## config.mk

```make
export PLATFORM = sky130hd
export DESIGN_NAME = usb_tx_bit_stuff
export DESIGN_NICKNAME = d
export VERILOG_FILES = /design/src/rtl/usb_tx_pkg.sv /design/src/rtl/usb_nrzi_enc.sv /design/src/rtl/usb_tx_bit_stuff.sv
export SDC_FILE = /design/constraint.sdc
export NUM_CORES = 1
export LEC_CHECK = 0
export CAP_MARGIN = 20
export CORE_MARGIN = 8
export CORE_UTILIZATION = 55
export CTS_BUF_LIST = sky130_fd_sc_hd__clkbuf_8 sky130_fd_sc_hd__clkbuf_16
export CTS_CLUSTER_DIAMETER = 50
export DETAILED_ROUTE_END_ITERATION = 6
export GPL_TIMING_DRIVEN = 0
export PLACE_DENSITY = 0.82
export REMOVE_ABC_BUFFERS = 1
export SYNTH_ARGS = -nofsm -noshare
export SYNTH_HDL_FRONTEND = slang
export SYNTH_HIERARCHICAL = 1
export SYNTH_SLANG_ARGS = --single-unit
```

## constraint.sdc

```tcl
create_clock -name gclk -period 4.3 [get_ports gclk]
set_clock_uncertainty 0.2 [all_clocks]
set_input_delay 0.86 -clock gclk [delete_from_list [all_inputs] [get_ports gclk]]
set_output_delay 0.86 -clock gclk [all_outputs]
set_load 0.02 [all_outputs]
```

## src/rtl/usb_tx_pkg.sv

```systemverilog
// Shared definitions for the USB full-speed transmit path: FSM states and
// D+/D- line-state encodings.
package usb_tx_pkg;

  typedef enum logic [2:0] {
    TX_IDLE    = 3'd0,
    TX_DATA    = 3'd1,
    TX_STUFF   = 3'd2,
    TX_EOP_SE0 = 3'd3,
    TX_EOP_J   = 3'd4
  } tx_state_t;

  // {dp, dm}
  localparam logic [1:0] LINE_J   = 2'b10;
  localparam logic [1:0] LINE_K   = 2'b01;
  localparam logic [1:0] LINE_SE0 = 2'b00;

  localparam int STUFF_LEN_DEF = 6;

endpackage

```

## src/rtl/usb_nrzi_enc.sv

```systemverilog
// Registered NRZI encoder and D+/D- line driver: a 0 toggles the line level,
// a 1 holds it; SE0 and J can be forced for end-of-packet and idle.
module usb_nrzi_enc
  import usb_tx_pkg::*;
(
  input  logic gclk,
  input  logic reset,
  input  logic nrz_bit,
  input  logic bit_en,
  input  logic force_se0,
  input  logic force_j,
  input  logic oe,
  output logic tx_dp,
  output logic tx_dm,
  output logic tx_oe
);

  logic nrzi_level;
  logic level_nxt;

  assign level_nxt = nrz_bit ? nrzi_level : ~nrzi_level;

  // line register stage: one bit time after the bit is presented
  always_ff @(posedge gclk or posedge reset) begin
    if (reset) begin
      tx_dp      <= LINE_J[1];
      tx_dm      <= LINE_J[0];
      tx_oe      <= 1'b0;
      nrzi_level <= 1'b1;
    end else begin
      tx_oe <= oe;
      if (force_se0) begin
        {tx_dp, tx_dm} <= LINE_SE0;
      end else if (force_j) begin
        // J re-arms the encoder so every packet starts from the idle level
        {tx_dp, tx_dm} <= LINE_J;
        nrzi_level     <= 1'b1;
      end else if (bit_en) begin
        nrzi_level <= level_nxt;
        tx_dp      <= level_nxt;
        tx_dm      <= ~level_nxt;
      end
    end
  end

endmodule

```

## src/rtl/usb_tx_bit_stuff.sv

```systemverilog
// USB full-speed transmit bit stuffer: inserts a 0 after STUFF_LEN ones,
// NRZI-encodes the stream and closes each packet with SE0 x EOP_SE0_BITS then J.
module usb_tx_bit_stuff
  import usb_tx_pkg::*;
#(
  parameter int STUFF_LEN    = STUFF_LEN_DEF,
  parameter int EOP_SE0_BITS = 2
) (
  input  logic gclk,
  input  logic reset,
  input  logic tx_start,
  input  logic stuff_din,
  input  logic din_valid,
  input  logic din_last,
  output logic stuff_ready,
  output logic tx_dp,
  output logic tx_dm,
  output logic tx_oe,
  output logic busy,
  output logic tx_underrun
);

  localparam logic [2:0] STUFF_LIM = 3'(STUFF_LEN);
  localparam logic [1:0] SE0_LAST  = 2'(EOP_SE0_BITS - 1);

  tx_state_t  state, state_nxt;
  logic [2:0] ones_cnt, ones_nxt;
  logic [1:0] se0_cnt, se0_nxt;
  logic       last_pend, last_nxt;
  logic       underrun;
  logic       enc_bit, bit_en, force_se0, force_j, enc_oe;

  always_ff @(posedge gclk or posedge reset) begin
    if (reset) begin
      state       <= TX_IDLE;
      ones_cnt    <= 3'd0;
      se0_cnt     <= 2'd0;
      last_pend   <= 1'b0;
      tx_underrun <= 1'b0;
    end else begin
      state       <= state_nxt;
      ones_cnt    <= ones_nxt;
      se0_cnt     <= se0_nxt;
      last_pend   <= last_nxt;
      tx_underrun <= underrun;
    end
  end

  always_comb begin
    state_nxt   = state;
    ones_nxt    = ones_cnt;
    se0_nxt     = se0_cnt;
    last_nxt    = last_pend;
    underrun    = 1'b0;
    stuff_ready = 1'b0;
    enc_bit     = 1'b0;
    bit_en      = 1'b0;
    force_se0   = 1'b0;
    force_j     = 1'b0;
    unique case (state)
      TX_IDLE: begin
        force_j = 1'b1;
        if (tx_start) begin
          state_nxt = TX_DATA;
          ones_nxt  = 3'd0;
          last_nxt  = 1'b0;
        end
      end
      TX_DATA: begin
        stuff_ready = 1'b1;
        if (din_valid) begin
          bit_en  = 1'b1;
          enc_bit = stuff_din;
          se0_nxt = 2'd0;
          if (stuff_din) begin
            ones_nxt = ones_cnt + 3'd1;
            // the stuffed 0 must precede EOP, so remember din_last
            if (ones_nxt == STUFF_LIM) begin
              state_nxt = TX_STUFF;
              last_nxt  = din_last;
            end else if (din_last) begin
              state_nxt = TX_EOP_SE0;
            end
          end else begin
            ones_nxt = 3'd0;
            if (din_last) state_nxt = TX_EOP_SE0;
          end
        end else begin
          // underrun: the missing bit time becomes the first SE0
          underrun  = 1'b1;
          force_se0 = 1'b1;
          se0_nxt   = 2'd1;
          state_nxt = (SE0_LAST == 2'd0) ? TX_EOP_J : TX_EOP_SE0;
        end
      end
      TX_STUFF: begin
        bit_en    = 1'b1;
        enc_bit   = 1'b0;
        ones_nxt  = 3'd0;
        se0_nxt   = 2'd0;
        state_nxt = last_pend ? TX_EOP_SE0 : TX_DATA;
      end
      TX_EOP_SE0: begin
        force_se0 = 1'b1;
        se0_nxt   = se0_cnt + 2'd1;
        if (se0_cnt == SE0_LAST) state_nxt = TX_EOP_J;
      end
      TX_EOP_J: begin
        force_j   = 1'b1;
        state_nxt = TX_IDLE;
      end
      default: state_nxt = TX_IDLE;
    endcase
  end

  assign enc_oe = (state != TX_IDLE);
  // stays high through the bit time in which the closing J is on the wire
  assign busy   = (state != TX_IDLE) | tx_oe;

  usb_nrzi_enc u_nrzi_enc (
    .gclk      (gclk),
    .reset     (reset),
    .nrz_bit   (enc_bit),
    .bit_en    (bit_en),
    .force_se0 (force_se0),
    .force_j   (force_j),
    .oe        (enc_oe),
    .tx_dp     (tx_dp),
    .tx_dm     (tx_dm),
    .tx_oe     (tx_oe)
  );

endmodule
```

# Word-level counts from Yosys, hierarchy flattened
# Index checks and enable logic that the tools add are counted.
# Widths: inputs -> output; s select.
# totals
latch_bits,0
ramBits,0
romBits,0
register_bits,14
elab_cells,73
memories,0
# classes
n_shift,0
magnitude_cmp,0
multipliers,0
reduce_logical,12
add_sub_neg,2
eq_ne,11
n_bitwise,4
n_mux,35
div_mod_pow,0
# ops
op,n
$mux 3,9
$mux 1,19
$pmux 3 s4,1
$reduce_bool 3->1,4
$ne 2x2->1 const B,5
$pmux 3 s3,1
$eq 3x2->1 const B,2
$eq 3x3->1 const B,2
$pmux 1 s2,3
$pmux 2 s3,1
$reduce_and 5->1,1
$reduce_and 2->1,2
$reduce_bool 2->1,2
$add 3x1->3 const B,1
$eq 3x1->1 const B,1
$logic_not 3->1,1
$not 1->1,3
$reduce_and 3->1,1
$add 2x1->2 const B,1
$eq 2x1->1 const B,1
$mux 2,1
$reduce_or 2->1,1
$or 1x1->1,1

# Logic depth before layout (Yosys ltp)
# logic_depth
depth_word,7
ltp_mapped,6
ltp_nobuf,6

# Modules after synthesis
# Netlist, hierarchy kept.
# by_module_without_submodules
mod,area_per_inst_um2,cells_each,seq_area_each_um2,n_inst
usb_tx_bit_stuff,609.3,69,250.2,1
usb_nrzi_enc,172.7,16,102.6,1

# Least setup slack after synthesis
# OpenSTA, ideal clock, no wires.
# synth_timing
path_kind,register -> output
from,register state[1]
to,output port busy
arrival_ns,1.137
setup_slack_ns,2.103
path_stages_with_launch,5
cell_sequence,dfrtp_1 > buf_2 > nor2_1 > nand2_1 > or2_2
# synth_between
elab_chain_cells,2
# synth_rtl
element,line,rtl
start: declaration,usb_tx_bit_stuff.sv:26,"tx_state_t state, state_nxt;"
start signal: assignment,usb_tx_bit_stuff.sv:41,state <= state_nxt;
$reduce_bool 3->1,-,
net enc_oe,usb_tx_bit_stuff.sv:31,"logic enc_bit, bit_en, force_se0, force_j, enc_oe;"
$or 1x1->1,usb_tx_bit_stuff.sv:118,assign busy = (state != TX_IDLE) | tx_oe;
end: declaration,usb_tx_bit_stuff.sv:19,"output logic busy,"
# The timed path passes the listed nets, and every way through them passes these cells.

# Final worst setup path
# layout_timing
from,register state[0]
to,output port busy
# The elaborated chain is that of the path after synthesis.

==> results.py <==
metrics = {
    "global_routing": {
        "grt_pass1_vias": 629,
        "grt_max_degree": 17,
        "antenna_found_initial": 0,
        "track_usage": 0.1226,
        "grt_overflow": 0,
        "grt_pass1_wl_um": 2670,
    },
    "final_layout": {
        "final_common_cell": "dfrtp_1",
        "syn_to_final_growth_pct": 22.24,
        "layout-drive-gt1-share": 0.09184,
        "final_nets": 108,
        "layout_common_cells": "12 x dfrtp_1, 11 x clkdlybuf4s50_1, 9 x inv_1",
        "antenna_cells_inserted": 0,
    },
    "logic_synthesis": {
        "syn_area_um2": 782.0,
        "syn_inst": 85,
        "ys_seq_area_frac": 0.4512,
        "synthDistinctLibCells": 31,
        "synth_top_area_cell": "dfrtp_1",
        "yosys_warnings": 6,
        "synth.top_cell.area_share": 0.3840,
        "synth-seq-cells": 14,
        "synth_edf_count": 0,
        "synthTopCellsByArea": "dfrtp_1 38%, dfstp_2 6.7%, ha_1 4.8%",
        "synthFlopType": "dfrtp_1",
        "async_flop_share": 1.000,
        "syn_avg_cell_area_um2": 9.200,
    },
    "critical_path": {
        "critical_path.endpoint_type": "output port",
        "arrival_ns": 2.05,
        "cpPeakStageDelay_ns": 0.54,
        "required_ns": 3.24,
        "critPathKind": "flop to output port",
        "start_kind": "flop",
        "path_buf_inv": 1,
        "path_cells": "nor2_1 -> nand2_1 -> or2_2 -> clkdlybuf4s50_1",
        "crit_slowest_cell": "clkdlybuf4s50_1",
        "cp_max_fo": 16,
        "crit_family": "simple AND/OR/NAND/NOR gates",
    },
    "clock_tree": {
        "cts.clk_slew.worst_paths_ns": 0.06,
        "cts-resized-gates": 0,
        "cts_tree": "done",
        "h-tree-depth": 1,
        "clockBufferDepth": 2,
        "cts_setup_buffers": 0,
        "clkSinkCount": 14,
        "clock_latency_ns": 0.24,
        "root_buffer": "clkbuf_8",
        "cts_inserted_buffers": 3,
        "cts_hold_buf": 0,
    },
    "route": {
        "antenna_left": 0,
        "first_pass_iters": 4,
        "vias_per_cell": 5.398,
        "wl_per_cell_um": 14.31,
        "wirelength_um": 1617,
        "drt_iter0_drc": 23,
        "drc": 0,
        "vias": 610,
    },
    "die": {
        "boundaryPins": 12,
        "start_util": 0.5935,
        "rows": 13,
        "die_h_um": 53.71,
        "die_area_mm2": 0.002884,
        "core_area_mm2": 0.001318,
        "dieWidth_um": 53.71,
    },
    "sta": {
        "max_freq_ghz": 0.3215,
        "tightest_slew_ns": 0.4304,
        "hold_violations": 0,
        "slew_headroom": 0.7131,
        "setup_viol": 0,
        "rsz0062_at_grt": "no",
        "holdWs_ns": 0.2902,
        "setup_tns_ns": 0,
        "slew_violations": 0,
        "layout_setup_ws_ns": 1.190,
        "fin_crit_sh": 0.7233,
        "min_period_ns": 3.110,
    },
    "power": {
        "irDropWorstVdd_uv": 454.3,
        "leakagePower_nw": 0.4049,
        "total_power_uw": 694.2,
        "powerDensity_mw_per_mm2": 726.2,
    },
    "min_path": {
        "hp-class": "flop to flop",
    },
    "placement": {
        "dpl_worst_slack_ns": 1.479,
        "gp_congestion": 0.8394,
        "port_buffers": 11,
        "dpl.hpwl_um": 1179,
    },
    "run_status": {
        "outcome": "finished, final reports clean",
    },
    "run": {
        "drv_cap": 0,
    },
}
kinds of logic (layout without fill, tap and decap cells):
kind of cell             count (synthesis)  count (layout)  share of synthesized area
XOR/XNOR                                 2               2                    0.02240
AO/OA/AOI/OAI                           22              22                     0.1760
flip-flops                              14              14                     0.4512
buffers and inverters                   11              24                    0.05600
multiplexers                             2               2                    0.02560
AND/OR/NAND/NOR                         31              31                     0.2208
adder cells (fa/ha/maj)                  3               3                    0.04801
worst min-delay path, stage by stage, from the launching register on:
cell	delay (ns)
dfstp_2	0.37
nand2b_1	0.06
a21oi_1	0.06
synthesized netlist by cell type (2+ instances only):
cell,count
a21oi_1,7
buf_2,2
dfrtp_1,12
dfstp_2,2
ha_1,3
inv_1,9
mux2i_1,2
nand2_1,6
nand2b_1,6
nand3_1,2
nor2_1,6
nor2b_1,3
o21ai_0,6
xnor2_1,2
state kept, by name, summed over array words and instances, names as in the netlist:
register / cells
ones_cnt: 3
state: 3
se0_cnt: 2
last_pend: 1
tx_underrun: 1
u_nrzi_enc/nrzi_level: 1
u_nrzi_enc/tx_dm: 1
u_nrzi_enc/tx_dp: 1
u_nrzi_enc/tx_oe: 1
layout make-up:
cell class                      instances  area (um^2)
Tap cell                               15        18.77
Multi-Input combinational cell         60        385.4
Fill cell                             106        361.6
Timing Repair Buffer                   11        110.1
Sequential cell                        14        352.8
Inverter                                9        33.78
Clock buffer                            4        55.05
where the power goes:
part,leakage (nW),total [mW],internal [mW],switching (mW)
Combinational,0.204,0.318,0.146,0.172
Sequential,0.173,0.248,0.188,0.0601
Clock,0.0288,0.128,0.0810,0.0468
per-stage QoR:
| step | util | cell area [um^2] | std cells |
|---|---|---|---|
| 2_1_floorplan | - | 772.0 | 83 |
| 5_1_grt | 0.7255 | 955.9 | 113 |
| 3_5_place_dp | 0.6838 | 900.9 | 109 |
| 3_3_place_gp | 0.6838 | 900.9 | 109 |
| 4_1_cts | 0.7255 | 955.9 | 113 |
| 6_report | 0.7255 | 955.9 | 113 |
final timing paths:
kind / end / startpoint / slack [ns] / cells after the start
min: u_nrzi_enc/tx_dp$_DFFE_PP1P_ / u_nrzi_enc/tx_dp$_DFFE_PP1P_ / 0.29 / 2
max in group asynchronous: ones_cnt[0]$_DFFE_PP0P_ / reset / 2.90 / 2
min in group asynchronous: u_nrzi_enc/tx_oe$_DFF_PP0_ / reset / 0.63 / 2
min reg2reg: u_nrzi_enc/tx_dp$_DFFE_PP1P_ / u_nrzi_enc/tx_dp$_DFFE_PP1P_ / 0.29 / 2
max: busy / state[0]$_DFFE_PP0P_ / 1.19 / 4
max reg2reg: u_nrzi_enc/nrzi_level$_DFFE_PP1P_ / state[0]$_DFFE_PP0P_ / 2.25 / 5
layer usage:
layer	up-vias	routed length, um	global-route usage
met3	0	34	0.03306
met1	291	733	0.1447
met2	5	849	0.2104
met4	0	0	0.03782
li1	314	-	-
met5	-	0	0
Note: power is estimated with default switching activity, not from simulation.
